===== src/rtl/fibre_encoder.sv =====
// Dense-to-compressed fibre encoder: builds a bitmask and LSB-first packed nonzero values, one fibre per handshake.
// Optional feature macro: FIBRE_ENC_DROP_EMPTY_EN (discard all-zero fibres and pulse fibre_dropped).
module fibre_encoder #(
  parameter int BITMASK_WIDTH = 8,
  parameter int WEIGHT_WIDTH  = 8
) (
  input  logic                                   clk,
  input  logic                                   rst,
  input  logic                                   in_valid,
  output logic                                   in_ready,
  input  logic [WEIGHT_WIDTH-1:0]                in_data,
  input  logic                                   in_last,
  output logic                                   out_valid,
  input  logic                                   out_ready,
  output logic [BITMASK_WIDTH-1:0]               out_bitmask,
  output logic [BITMASK_WIDTH*WEIGHT_WIDTH-1:0]  out_data,
  output logic [$clog2(BITMASK_WIDTH+1)-1:0]     out_count,
  output logic                                   fibre_dropped
);

  localparam int IW = $clog2(BITMASK_WIDTH);
  localparam int CW = $clog2(BITMASK_WIDTH+1);
  localparam int DW = BITMASK_WIDTH*WEIGHT_WIDTH;

  localparam logic [1:0] IDLE    = 2'd0;
  localparam logic [1:0] COLLECT = 2'd1;
  localparam logic [1:0] EMIT    = 2'd2;

  logic [1:0]               state_q;
  logic [IW-1:0]            idx_q;
  logic [CW-1:0]            count_q;
  logic [BITMASK_WIDTH-1:0] mask_acc_q;
  logic [DW-1:0]            data_acc_q;
  logic                     in_ready_q;
  logic                     out_valid_q;
  logic [BITMASK_WIDTH-1:0] out_bitmask_q;
  logic [DW-1:0]            out_data_q;
  logic [CW-1:0]            out_count_q;
  logic                     fibre_dropped_q;

  logic                     accept;
  logic                     nonzero;
  logic                     close_fibre;
  logic                     drop_empty;
  logic [CW-1:0]            count_d;
  logic [BITMASK_WIDTH-1:0] mask_d;
  logic [DW-1:0]            data_d;

  assign accept      = in_valid && in_ready_q;
  assign nonzero     = |in_data;
  assign close_fibre = accept && (in_last || (idx_q == IW'(BITMASK_WIDTH-1)));
  assign count_d     = count_q + CW'(nonzero);

`ifdef FIBRE_ENC_DROP_EMPTY_EN
  assign drop_empty = (count_d == '0);
`else
  assign drop_empty = 1'b0;
`endif

  // Accumulator view including the element presented this cycle.
  genvar gi;
  generate
    for (gi = 0; gi < BITMASK_WIDTH; gi++) begin : g_slot
      assign mask_d[gi] = mask_acc_q[gi] | (nonzero && (idx_q == IW'(gi)));
      assign data_d[gi*WEIGHT_WIDTH +: WEIGHT_WIDTH] =
        (nonzero && (count_q == CW'(gi))) ? in_data
                                          : data_acc_q[gi*WEIGHT_WIDTH +: WEIGHT_WIDTH];
    end
  endgenerate

  always_ff @(posedge clk or negedge rst) begin
    if (!rst) begin
      state_q         <= IDLE;
      idx_q           <= '0;
      count_q         <= '0;
      mask_acc_q      <= '0;
      data_acc_q      <= '0;
      in_ready_q      <= 1'b0;
      out_valid_q     <= 1'b0;
      out_bitmask_q   <= '0;
      out_data_q      <= '0;
      out_count_q     <= '0;
      fibre_dropped_q <= 1'b0;
    end else begin
      fibre_dropped_q <= 1'b0;
      case (state_q)
        IDLE: begin
          state_q    <= COLLECT;
          in_ready_q <= 1'b1;
        end
        COLLECT: begin
          if (close_fibre) begin
            idx_q      <= '0;
            count_q    <= '0;
            mask_acc_q <= '0;
            data_acc_q <= '0;
            if (drop_empty) begin
              fibre_dropped_q <= 1'b1;
            end else begin
              state_q       <= EMIT;
              in_ready_q    <= 1'b0;
              out_valid_q   <= 1'b1;
              out_bitmask_q <= mask_d;
              out_data_q    <= data_d;
              out_count_q   <= count_d;
            end
          end else if (accept) begin
            idx_q      <= idx_q + IW'(1);
            count_q    <= count_d;
            mask_acc_q <= mask_d;
            data_acc_q <= data_d;
          end
        end
        EMIT: begin
          if (out_ready) begin
            state_q     <= COLLECT;
            out_valid_q <= 1'b0;
            in_ready_q  <= 1'b1;
          end
        end
        default: begin
          state_q     <= IDLE;
          in_ready_q  <= 1'b0;
          out_valid_q <= 1'b0;
        end
      endcase
    end
  end

  assign in_ready      = in_ready_q;
  assign out_valid     = out_valid_q;
  assign out_bitmask   = out_bitmask_q;
  assign out_data      = out_data_q;
  assign out_count     = out_count_q;
  assign fibre_dropped = fibre_dropped_q;

endmodule


===== config.mk =====
export PLATFORM = sky130hd
export DESIGN_NAME = fibre_encoder
export DESIGN_NICKNAME = d
export VERILOG_FILES = /design/src/rtl/fibre_encoder.sv
export SDC_FILE = /design/constraint.sdc
export NUM_CORES = 1
export LEC_CHECK = 0
export ABC_AREA = 1
export BUFFER_PORTS_ARGS = -buffer_cell sky130_fd_sc_hd__buf_2
export CAP_MARGIN = 25
export CORE_ASPECT_RATIO = 0.5
export CORE_MARGIN = 8
export CORE_UTILIZATION = 40
export CTS_CLUSTER_DIAMETER = 80
export DETAILED_ROUTE_END_ITERATION = 7
export PLACE_DENSITY = 0.65
export SLEW_MARGIN = 5
export SYNTH_ARGS = -nofsm -noshare
export SYNTH_HDL_FRONTEND = slang
export SYNTH_SLANG_ARGS = --single-unit

===== constraint.sdc =====
create_clock -name clk -period 3.6 [get_ports clk]
set_input_delay 0.54 -clock clk [delete_from_list [all_inputs] [get_ports clk]]
set_output_delay 0.54 -clock clk [all_outputs]
set_load 0.05 [all_outputs]

# ---- Word level (Yosys, flattened, before mapping)
# Cells that the tools add are included.
dict set report word_totals {
  register_bits 159
  latchBits 0
  ram_bits 0
  mem_bits_ro 0
  inputBits 13
  output_inout_bits 79
  elab_cells 92
  memories 0
}
dict set report op_classes {
  addsub 2
  mul 0
  div 0
  order_cmp 0
  eq_ne 18
  n_shift 0
  muxes 25
  n_bitwise 9
  reduce_logical 28
}
# cell n
set ops {}
lappend ops {{64-bit 2-to-1 mux} 2}
lappend ops {{8-bit 2-to-1 mux} 10}
lappend ops {{1-bit logical AND} 18}
lappend ops {{4-bit by 3-bit equality test with 1-bit output, second input constant} 4}
lappend ops {{3-bit equality test, second input constant} 4}
lappend ops {{4-bit by 2-bit equality test with 1-bit output, second input constant} 2}
lappend ops {{4-bit 2-to-1 mux} 2}
lappend ops {{1-bit OR} 8}
lappend ops {{8-bit OR reduction} 1}
lappend ops {{3-bit by 2-bit equality test with 1-bit output, second input constant} 2}
lappend ops {{3-bit 2-to-1 mux} 2}
lappend ops {{1-bit case mux with 3 select lines} 2}
lappend ops {{2-bit case mux with 3 select lines} 1}
lappend ops {{2-bit AND reduction} 3}
lappend ops {{4-bit by 1-bit adder with 4-bit output} 1}
lappend ops {{4-bit by 1-bit equality test with 1-bit output, second input constant} 1}
lappend ops {{4-bit logical NOT} 1}
lappend ops {{1-bit 2-to-1 mux} 4}
lappend ops {{2-bit 2-to-1 mux} 2}
lappend ops {{2-bit inequality test, second input constant} 2}
lappend ops {{3-bit by 1-bit adder with 3-bit output, second input constant} 1}
lappend ops {{3-bit by 1-bit equality test with 1-bit output, second input constant} 1}
lappend ops {{3-bit logical NOT} 1}
lappend ops {{3-bit AND reduction} 1}
lappend ops {{6 further kinds} 6}

# ---- Longest topological paths before layout
# Gate-level depths: netlist of the first run.
dict set report depth {
  ltp_word 5
  ltp_mapped 11
  mapped_depth_nobuf 9
}

# ---- Worst setup path before layout of the first run
# Ideal clock, no wire load.
dict set report synth_timing {
  path_type {input to register}
  from {in in_data[5]}
  to {reg out_count_q[2] (netlist: out_count[2])}
  setup_ns 0.133
  arrival_ns 1.692
  required_ns 3.467
  slack_ns 1.775
  path_stages 9
  path_buffers 1
  cell_sequence {inv_2 -> nand2_1 -> nor2_1 -> nand2_2 -> buf_2 -> ha_1 -> ha_1 -> xnor2_1 -> o21ai_0}
}
dict set report synth_via {
  elab_chain_cells 2
}
# element line
set synth_lines {}
lappend synth_lines {{start, declared} 11} ;# input logic [WEIGHT_WIDTH-1:0] in_data,
lappend synth_lines {{8-bit OR reduction} 50} ;# assign nonzero = |in_data;
lappend synth_lines {{4-bit by 1-bit adder with 4-bit output} 52} ;# assign count_d = count_q + CW'(nonzero);
lappend synth_lines {{end signal, assigned} 105} ;# out_count_q <= count_d;
lappend synth_lines {{end, declared} 38} ;# logic [CW-1:0] out_count_q;
# Every way passes these cells.
# A chain may end at the register's enable or synchronous reset.

# ---- Worst setup path in the final report of the first run
dict set report layout_timing {
  from {reg idx_q[1]}
  to {reg out_data_q[34] (netlist: out_data[34])}
}
dict set report layout_via {
  elab_chain_cells 4
}
# element line
set layout_lines {}
lappend layout_lines {{start, declared} 30} ;# logic [IW-1:0] idx_q;
lappend layout_lines {{start signal, assigned} 108} ;# idx_q <= idx_q + IW'(1);
lappend layout_lines {{3-bit equality test} 51} ;# assign close_fibre = accept && (in_last || (idx_q == IW'(BITMASK_WIDTH-1)));
lappend layout_lines {{1-bit logical OR} 51}
lappend layout_lines {{1-bit logical AND} 51}
lappend layout_lines {{2-bit AND reduction (no source line)} --}
lappend layout_lines {{end signal, assigned} 104} ;# out_data_q <= data_d;
lappend layout_lines {{end, declared} 37} ;# logic [DW-1:0] out_data_q;
# Every way passes these cells.

==> results of run 1 <==
registers in the layout (all words and copies together) (netlist names):
register     count
idx_q            3
data_acc_q      64
out_count        4
in_ready         1
out_bitmask      8
mask_acc_q       8
out_valid        1
state_q          2
out_data        64
count_q          4
synth_stat cells:
master    number
nand2_1      379
nand3_1      194
dfrtp_1      159
inv_1         88
buf_2         21
o21ai_0       18
nor2_1        14
inv_2         11
clkbuf_1      10
ha_1           8
nand2_2        7
nor2_2         7
o21ai_2        6
a21oi_1        5
buf_4          5
nor2_4         4
o22ai_1        4
buf_1          2
buf_6          2
nor2b_1        2
o21ai_1        2
clkinv_1       1
conb_1         1
nor3_1         1
o21a_1         1
or2_2          1
xnor2_1        1
xor2_1         1
logic make-up (layout without fill, tap and decap cells):
kind of cell             count (synthesis)  after routing  share of synthesized area [%]
AND/OR/NAND/NOR                        609            609                           34.7
AO/OA/AOI/OAI                           36             36                           2.80
buffers and inverters                  140            231                           7.81
other                                    1              1                         0.0500
XOR/XNOR                                 2              2                          0.234
adder cells (fa/ha/maj)                  8              8                           1.33
flip-flops                             159            159                           53.1
area by class of cell:
class / instances / area, um2
fill: 1768 / 9630
sequential: 159 / 3980
multi-input combinational: 656 / 2940
timing repair buffer: 101 / 552
clock buffer: 20 / 457
inverter: 100 / 375
tap: 240 / 300
clock inverter: 10 / 161
layer usage:
layer | vias up | global-route usage, % | part of all wire [%]
li1 | 3155 | - | -
met1 | 3141 | 24.5 | 49
met2 | 187 | 26.0 | 45
met3 | 24 | 3.56 | 5.1
met4 | 0 | 5.23 | 1.7
met5 | - | 0 | 0
through the flow:
stage | setup WS (ns) | cells | hold slack (ns)
floorplan | 1.78 | 955 | 0.244
finish | 1.33 | 1286 | 0.114
CTS | 1.35 | 1286 | 0.136
global route | 1.12 | 1286 | 0.158
detailed placement | 1.38 | 1256 | 0.461
global placement | 1.38 | 1256 | 0.456
power groups by stage:
| stage | registers, mW | logic [mW] | clock network (mW) |
|---|---|---|---|
| after floorplan | 3.90 | 1.48 | 0 |
| after global placement | 2.77 | 3.45 | 0 |
| after detailed placement | 2.78 | 3.51 | 0 |
| after CTS | 2.76 | 3.53 | 1.95 |
| after global routing | 2.84 | 3.82 | 2.02 |
| final | 2.76 | 3.51 | 1.92 |
final timing paths:
| kind | cells past startpoint | start | slack (ns) | endpoint |
|---|---|---|---|---|
| min in group clk | 2 | out_data[13] | 0.47 | out_data[13] |
| max in group asynchronous | 2 | rst | 2.52 | out_data[46] |
| min reg2reg | 2 | out_data[13] | 0.47 | out_data[13] |
| max | 9 | idx_q[1] | 1.33 | out_data[34] |
| min | 1 | rst | 0.11 | data_acc_q[3] |
| max reg2reg | 9 | idx_q[1] | 1.33 | out_data[34] |
critical path, stage by stage, from the launching register on:
cell,delay [ns]
dfrtp_1,0.38
ha_1,0.19
ha_1,0.17
inv_2,0.05
nand2_2,0.09
nand3_1,0.15
nor2_4,0.13
buf_4,0.65
nand3_1,0.25
nand2_1,0.11
==> flow_summary.json, run 1 <==
{
  "status": "finished, final reports clean",
  "synth_area_um2": 7500,
  "postCtsHoldBufs": 0,
  "antennaDiodeCount": 0,
  "yosys_warnings": 0,
  "post-route-min-period_ns": 2.27,
  "max-cap-violations": 0,
  "cts_root_buffer": "clkbuf_16",
  "power_frac_comb_pct": 42.8,
  "stdcell_area_um2": 8760,
  "yosysTopAreaCell": "dfrtp_1",
  "ir_drop_v": 0.000447,
  "numCtsBuffers": 17,
  "setup_violations": 0,
  "finalHoldViolCount": 0,
  "ant_nets": 0,
  "nNetsFinal": 1056,
  "internal_power_mw": 4.43,
  "place_area_um2": 8150,
  "p_total_mw": 8.19,
  "power_frac_seq_pct": 33.7,
  "syn_nets": 976,
  "path_class": "reg2reg",
  "p_switching_mw": 3.75,
  "tightest_slew_ns": 0.818,
  "gp_congestion": 0.838,
  "vias": 6507,
  "wl_per_cell_um": 15.7,
  "final_util_pct": 47.6,
  "cts_tree": "done",
  "synth_top_area_share_pct": 53.1,
  "dp_hpwl_um": 13700,
  "syn_inst": 955,
  "clock_sinks": 159,
  "worstPathMaxFanout": 74,
  "worst_ep_required_time_ns": 3.95,
  "finalClockSkew_ns": 0.0140,
  "globalRouteOverflowTotal": 0,
  "p_leak_nw": 4.98,
  "io_buffer_count": 90,
  "antenna_found_initial": 0,
  "ys_ff_latch": 159,
  "start_util_pct": 40.8,
  "ys_seq_area_share_pct": 53.1,
  "syn_area_per_cell_um2": 7.85,
  "finalWirelength_um": 20200,
  "vias_per_cell": 5.06,
  "hold_class": "in2async",
  "cts.path.max_buffers": 2,
  "firstDrtPassIters": 6,
  "drive_above_1_share_pct": 15.9,
  "worstPathArrival_ns": 2.62,
  "pwr-share-clk_pct": 23.5,
  "cts_resized": 0,
  "rows": 35,
  "layout_common_cells": "379 x nand2_1, 194 x nand3_1, 159 x dfrtp_1",
  "drt_iter0_drc": 705,
  "slew_violations": 0,
  "max_freq_mhz": 440,
  "cp-end-kind": "flop",
  "rsz0062_at_grt": "false",
  "io_pins": 92,
  "syn_to_final_growth_pct": 16.9,
  "grt_pass1_wl_um": 32900,
  "synth.area.top_cells": "dfrtp_1 53%, nand2_1 19%, nand3_1 13%, inv_1 4.4%, buf_2 1.4%",
  "htree_levels": 4,
  "maxSlewHeadroom_pct": 45.5,
  "fin_crit_sh_pct": 63.1,
  "core_area_um2": 18400,
  "p_sw_share_pct": 45.9,
  "start_kind": "flop",
  "grt_pass1_vias": 6224,
  "clkSlewWorstSetupHoldPaths_ns": 0.06,
  "grt_max_degree": 75,
  "netlist-cell-type-count": 28,
  "die_w_um": 210,
  "clock_latency_ns": 0.42,
  "drc": 0,
  "layout_commonest_cell": "nand2_1",
  "powerDensity_nw_per_um2": 934,
  "dieArea_um2": 23600,
  "die_y_um": 113,
  "grt.total_usage_pct": 17.2,
  "tns_ns": 0,
  "cts_setup_buffers": 0
}
Power figures use the tool's default switching activity.
==> run 2: changes to the inputs <==
==> constraint.sdc (replaced) <==
create_clock -name clk -period 2.3 [get_ports clk]
set_input_delay 0.345 -clock clk [delete_from_list [all_inputs] [get_ports clk]]
set_output_delay 0.345 -clock clk [all_outputs]
set_load 0.05 [all_outputs]
==> run 2 against run 1 <==
Setup slack lost 1.0 ns. Die area is the same. Total power grew 52%. Flip-flop and latch count is the same. Combinational power grew 55%. Register-to-register slack lost 1.0 ns. Critical path type unchanged. First-iteration DRC count shrank 22%. Design area grew 1.4%. Clock skew shrank 0.0020 ns. Clock power grew 40%. Fmax grew 15%.
==> flow_summary.json, run 2 (same netlist as run 1, synthesis figures left out) <==
{
  "status": "finished, final reports clean",
  "p_leak_nw": 5.04,
  "start_kind": "flop",
  "finalWirelength_um": 20000,
  "rsz0062_at_grt": "false",
  "nNetsFinal": 1068,
  "drive_above_1_share_pct": 16.9,
  "tns_ns": 0,
  "clkSlewWorstSetupHoldPaths_ns": 0.06,
  "postCtsHoldBufs": 1,
  "core_area_um2": 18400,
  "grt_pass1_vias": 6435,
  "rows": 35,
  "globalRouteOverflowTotal": 0,
  "start_util_pct": 40.8,
  "slew_violations": 0,
  "dp_hpwl_um": 13200,
  "antennaDiodeCount": 0,
  "wl_per_cell_um": 15.4,
  "drt_iter0_drc": 553,
  "vias": 6603,
  "stdcell_area_um2": 8890,
  "worstPathMaxFanout": 26,
  "cts_resized": 0,
  "final_util_pct": 48.3,
  "numCtsBuffers": 17,
  "antenna_found_initial": 0,
  "drc": 0,
  "die_w_um": 210,
  "layout_commonest_cell": "nand2_1",
  "htree_levels": 4,
  "vias_per_cell": 5.08,
  "cts.path.max_buffers": 2,
  "finalHoldViolCount": 0,
  "cts_root_buffer": "clkbuf_16",
  "place_area_um2": 8330,
  "max-cap-violations": 0,
  "layout_common_cells": "379 x nand2_1, 194 x nand3_1, 159 x dfrtp_1",
  "path_class": "reg2reg",
  "clock_sinks": 159,
  "dieArea_um2": 23600,
  "finalClockSkew_ns": 0.0120,
  "grt_pass1_wl_um": 33200,
  "powerDensity_nw_per_um2": 1400,
  "cts_tree": "done",
  "io_buffer_count": 90,
  "ant_nets": 0,
  "syn_to_final_growth_pct": 18.5,
  "gp_congestion": 0.843,
  "cp-end-kind": "flop",
  "grt_max_degree": 75,
  "io_pins": 92,
  "cts_setup_buffers": 0,
  "post-route-min-period_ns": 1.97,
  "die_y_um": 113,
  "p_total_mw": 12.5,
  "maxSlewHeadroom_pct": 50.3,
  "layout.cells.non_filler": 1300,
  "max_freq_mhz": 507,
  "fin_crit_sh_pct": 85.7,
  "hold_class": "in2reg",
  "tightest_slew_ns": 0.746,
  "placed_cells": 1267,
  "ir_drop_v": 0.000756,
  "firstDrtPassIters": 5,
  "worst_ep_required_time_ns": 2.66,
  "clock_latency_ns": 0.43,
  "grt.total_usage_pct": 17.2,
  "setup_violations": 0,
  "worstPathArrival_ns": 2.33
}
## run 2: cell count changes in the layout (fill, tap and decap cells not counted), sizes merged
cell,before,now
clkbuf,20,19
bufinv,4,0
inv,100,105
clkinv,3,5
dlygate4sd3,0,1
buf,101,112
## run 2: layer usage
metal | global-route usage [%] | share of wire, % | vias up
met5 | 0 | 0 | -
met4 | 5.18 | 1.7 | 0
li1 | - | - | 3190
met3 | 3.64 | 5.6 | 31
met2 | 27.1 | 46 | 197
met1 | 23.7 | 47 | 3185
## run 2: metrics by stage
| stage | worst slack (ns) | hold WS (ns) |
|---|---|---|
| 5_1_grt | 0.158 | 0.351 |
| 6_report | 0.329 | 0.349 |
| 4_1_cts | 0.303 | 0.337 |
| 2_1_floorplan | 0.586 | 0.0494 |
| 3_3_place_gp | 0.372 | 0.358 |
| 3_5_place_dp | 0.326 | 0.366 |
## run 2: final cells by class
| type | instances | area (um2) |
|---|---|---|
| Sequential cell | 159 | 3980 |
| Multi-Input combinational cell | 656 | 2940 |
| Fill cell | 1763 | 9510 |
| Inverter | 100 | 375 |
| Timing Repair Buffer | 113 | 744 |
| Clock inverter | 13 | 105 |
| Tap cell | 240 | 300 |
| Clock buffer | 19 | 443 |
## run 2: power breakdown
group / internal (mW) / switching (mW) / total (mW)
Clock: 1.43 / 1.25 / 2.68
Sequential: 3.77 / 0.557 / 4.32
Combinational: 1.37 / 4.08 / 5.45
Total: 6.57 / 5.88 / 12.5
## run 2: path summary, 6_finish.rpt
kind                               from        endpoint  slack (ns)  cells past startpoint
setup / recovery               idx_q[0]    out_data[35]        0.33                     10
hold / removal                 in_valid      state_q[0]        0.35                      4
setup reg to reg               idx_q[0]    out_data[35]        0.33                     10
hold reg to reg            out_data[29]    out_data[29]        0.47                      2
max in group asynchronous           rst  data_acc_q[37]        1.18                      3
min in group asynchronous           rst  out_bitmask[5]        0.46                      2
## run 2: critical path: stages (launching register included)
cell	delay [ns]
dfrtp_1	0.40
ha_1	0.22
ha_1	0.19
inv_2	0.06
nand2_2	0.07
nand3_1	0.15
nor2_4	0.06
inv_2	0.38
buf_12	0.23
nand2_1	0.07
nand2_1	0.06
==> run 3: changes to the inputs <==
--- a/config.mk
+++ b/config.mk
@@ -8,7 +8,7 @@
 export ABC_AREA = 1
 export BUFFER_PORTS_ARGS = -buffer_cell sky130_fd_sc_hd__buf_2
 export CAP_MARGIN = 25
-export CORE_ASPECT_RATIO = 0.5
+export CORE_ASPECT_RATIO = 0.9
 export CORE_MARGIN = 8
 export CORE_UTILIZATION = 40
 export CTS_CLUSTER_DIAMETER = 80
==> run 3 against run 2 <==
Flip-flop and latch count did not move. Via count fell by 3.2%. Setup slack got worse by 0.037 ns. Sequential power barely moved. Total power fell by 0.97%. Clock skew fell by 0.0029 ns. Design area fell by 0.30%. Largest cell class unchanged. Clock-buffer cell count rose by 1. Critical path type unchanged. Combinational power fell by 1%. Utilization fell by 0.18 points. Critical path depth did not move. Largest power group unchanged. Sequential share of layout area rose by 0.13 points. Highest routed layer unchanged.
==> flow_summary.json, run 3 (same netlist as run 1, synthesis figures left out) <==
{
  "rr_endpoint": "out_data[3]",
  "post-route-min-period_ns": 2.01,
  "clock_sinks": 159,
  "r2r_slack_ns": 0.29,
  "slowest_delay_ns": 0.40,
  "clock_latency_ns": 0.43,
  "wl_per_cell_um": 14.9,
  "hold_class": "in2reg",
  "status": "finished, final reports clean",
  "start_util_pct": 40.7,
  "reg2reg_from": "idx_q[0]",
  "p_leak_nw": 5.03,
  "grt_max_degree": 69,
  "io_pins": 92,
  "ant_nets": 0,
  "tightest_slew_ns": 0.730,
  "cts_root_buffer": "clkbuf_16",
  "setup_violations": 0,
  "dieArea_um2": 23400,
  "ir_drop_v": 0.000612,
  "rsz0062_at_grt": "false",
  "path_class": "reg2reg",
  "path_cells": "ha_1, ha_1, inv_2, nand2_2, nand3_1, nor2_4, inv_2, buf_4, nand2_1, nand2_1",
  "grt_pass1_vias": 6190,
  "slowest_stage": "dfrtp_1",
  "cts_tree": "done",
  "syn_to_final_growth_pct": 18.2,
  "worstPathMaxFanout": 26,
  "clkSlewWorstSetupHoldPaths_ns": 0.06,
  "drc": 0,
  "core_area_um2": 18400,
  "cp-end-kind": "flop",
  "worst_slack_ns": 0.292,
  "start_kind": "flop",
  "hold_ws_ns": 0.333,
  "maxSlewHeadroom_pct": 51.3,
  "finalWirelength_um": 19400,
  "antenna_found_initial": 0,
  "firstDrtPassIters": 5,
  "max_freq_mhz": 498,
  "max-cap-violations": 0,
  "finalClockSkew_ns": 0.00914,
  "dp_hpwl_um": 12600,
  "slew_violations": 0,
  "layout_commonest_cell": "nand2_1",
  "htree_levels": 4,
  "rr_worst_depth": 10,
  "fin_crit_sh_pct": 87.3,
  "grt.total_usage_pct": 17.1,
  "io_buffer_count": 90,
  "die_w_um": 160,
  "tns_ns": 0,
  "die_y_um": 146,
  "nNetsFinal": 1068,
  "crit_path_end": "out_data[3]",
  "grt_pass1_wl_um": 32500,
  "pre_cts_ws_ns": 0.297,
  "worst_ep_required_time_ns": 2.67,
  "layout_common_cells": "379 x nand2_1, 194 x nand3_1, 159 x dfrtp_1",
  "rows": 47,
  "vias": 6394,
  "cts_setup_buffers": 0,
  "final_util_pct": 48.1,
  "place_area_um2": 8310,
  "numCtsBuffers": 17,
  "globalRouteOverflowTotal": 0,
  "stdcell_area_um2": 8860,
  "cts.path.max_buffers": 2,
  "gp_congestion": 0.779,
  "worstPathArrival_ns": 2.38,
  "drive_above_1_share_pct": 16.8,
  "vias_per_cell": 4.90,
  "finalHoldViolCount": 0,
  "crit_path_start": "idx_q[0]",
  "antennaDiodeCount": 0,
  "powerDensity_nw_per_um2": 1390,
  "drt_iter0_drc": 540
}
run 3: critical path: cells and delay by family, from the launching register on:
kind	cells	cell delay (ns)
adders and majority gates	2	0.42
and+or+nand+nor	5	0.48
buffers and inverters	3	0.64
DFF	1	0.40
run 3: cell type report:
type	count	area, um2
Sequential cell	159	3980
Timing Repair Buffer	113	719
Multi-Input combinational cell	656	2940
Inverter	100	375
Clock inverter	11	83.8
Tap cell	245	307
Fill cell	1784	9550
Clock buffer	20	457
run 3: metrics by stage:
| stage | cells | power [mW] |
|---|---|---|
| finish | 1304 | 12.3 |
| global placement | 1272 | 9.69 |
| floorplan | 955 | 8.43 |
| CTS | 1304 | 12.4 |
| detailed placement | 1272 | 9.79 |
| global route | 1304 | 13.2 |
run 3: worst min path at each step:
stage / start / to / slack (ns) / cells past startpoint
6_report: in_last / idx_q[0] / 0.33 / 6
5_1_grt: in_last / idx_q[1] / 0.38 / 6
4_1_cts: in_last / idx_q[0] / 0.33 / 6
3_5_place_dp: rst / out_data[10] / 0.31 / 1
3_3_place_gp: rst / out_data[8] / 0.32 / 1
2_1_floorplan: rst / count_q[0] / 0.05 / 0
run 3: where the power goes:
group	switching (mW)	internal, mW	total (mW)
Clock	1.18	1.44	2.62
Sequential	0.548	3.77	4.32
Combinational	4.03	1.36	5.39
Total	5.76	6.57	12.3
run 3: repair_timing:
item,4_1_cts,5_1_grt
endpoints found under the hold margin,43,0
resized for setup,0,0
hold buffers,1,0
run 3: per-layer routing:
metal	vias to the layer above	routed length [um]	global-route usage, %
li1	3195	-	-
met1	3002	8970	23.2
met2	168	8990	26.1
met3	29	1120	4.27
met4	0	332	5.98
met5	-	0	0
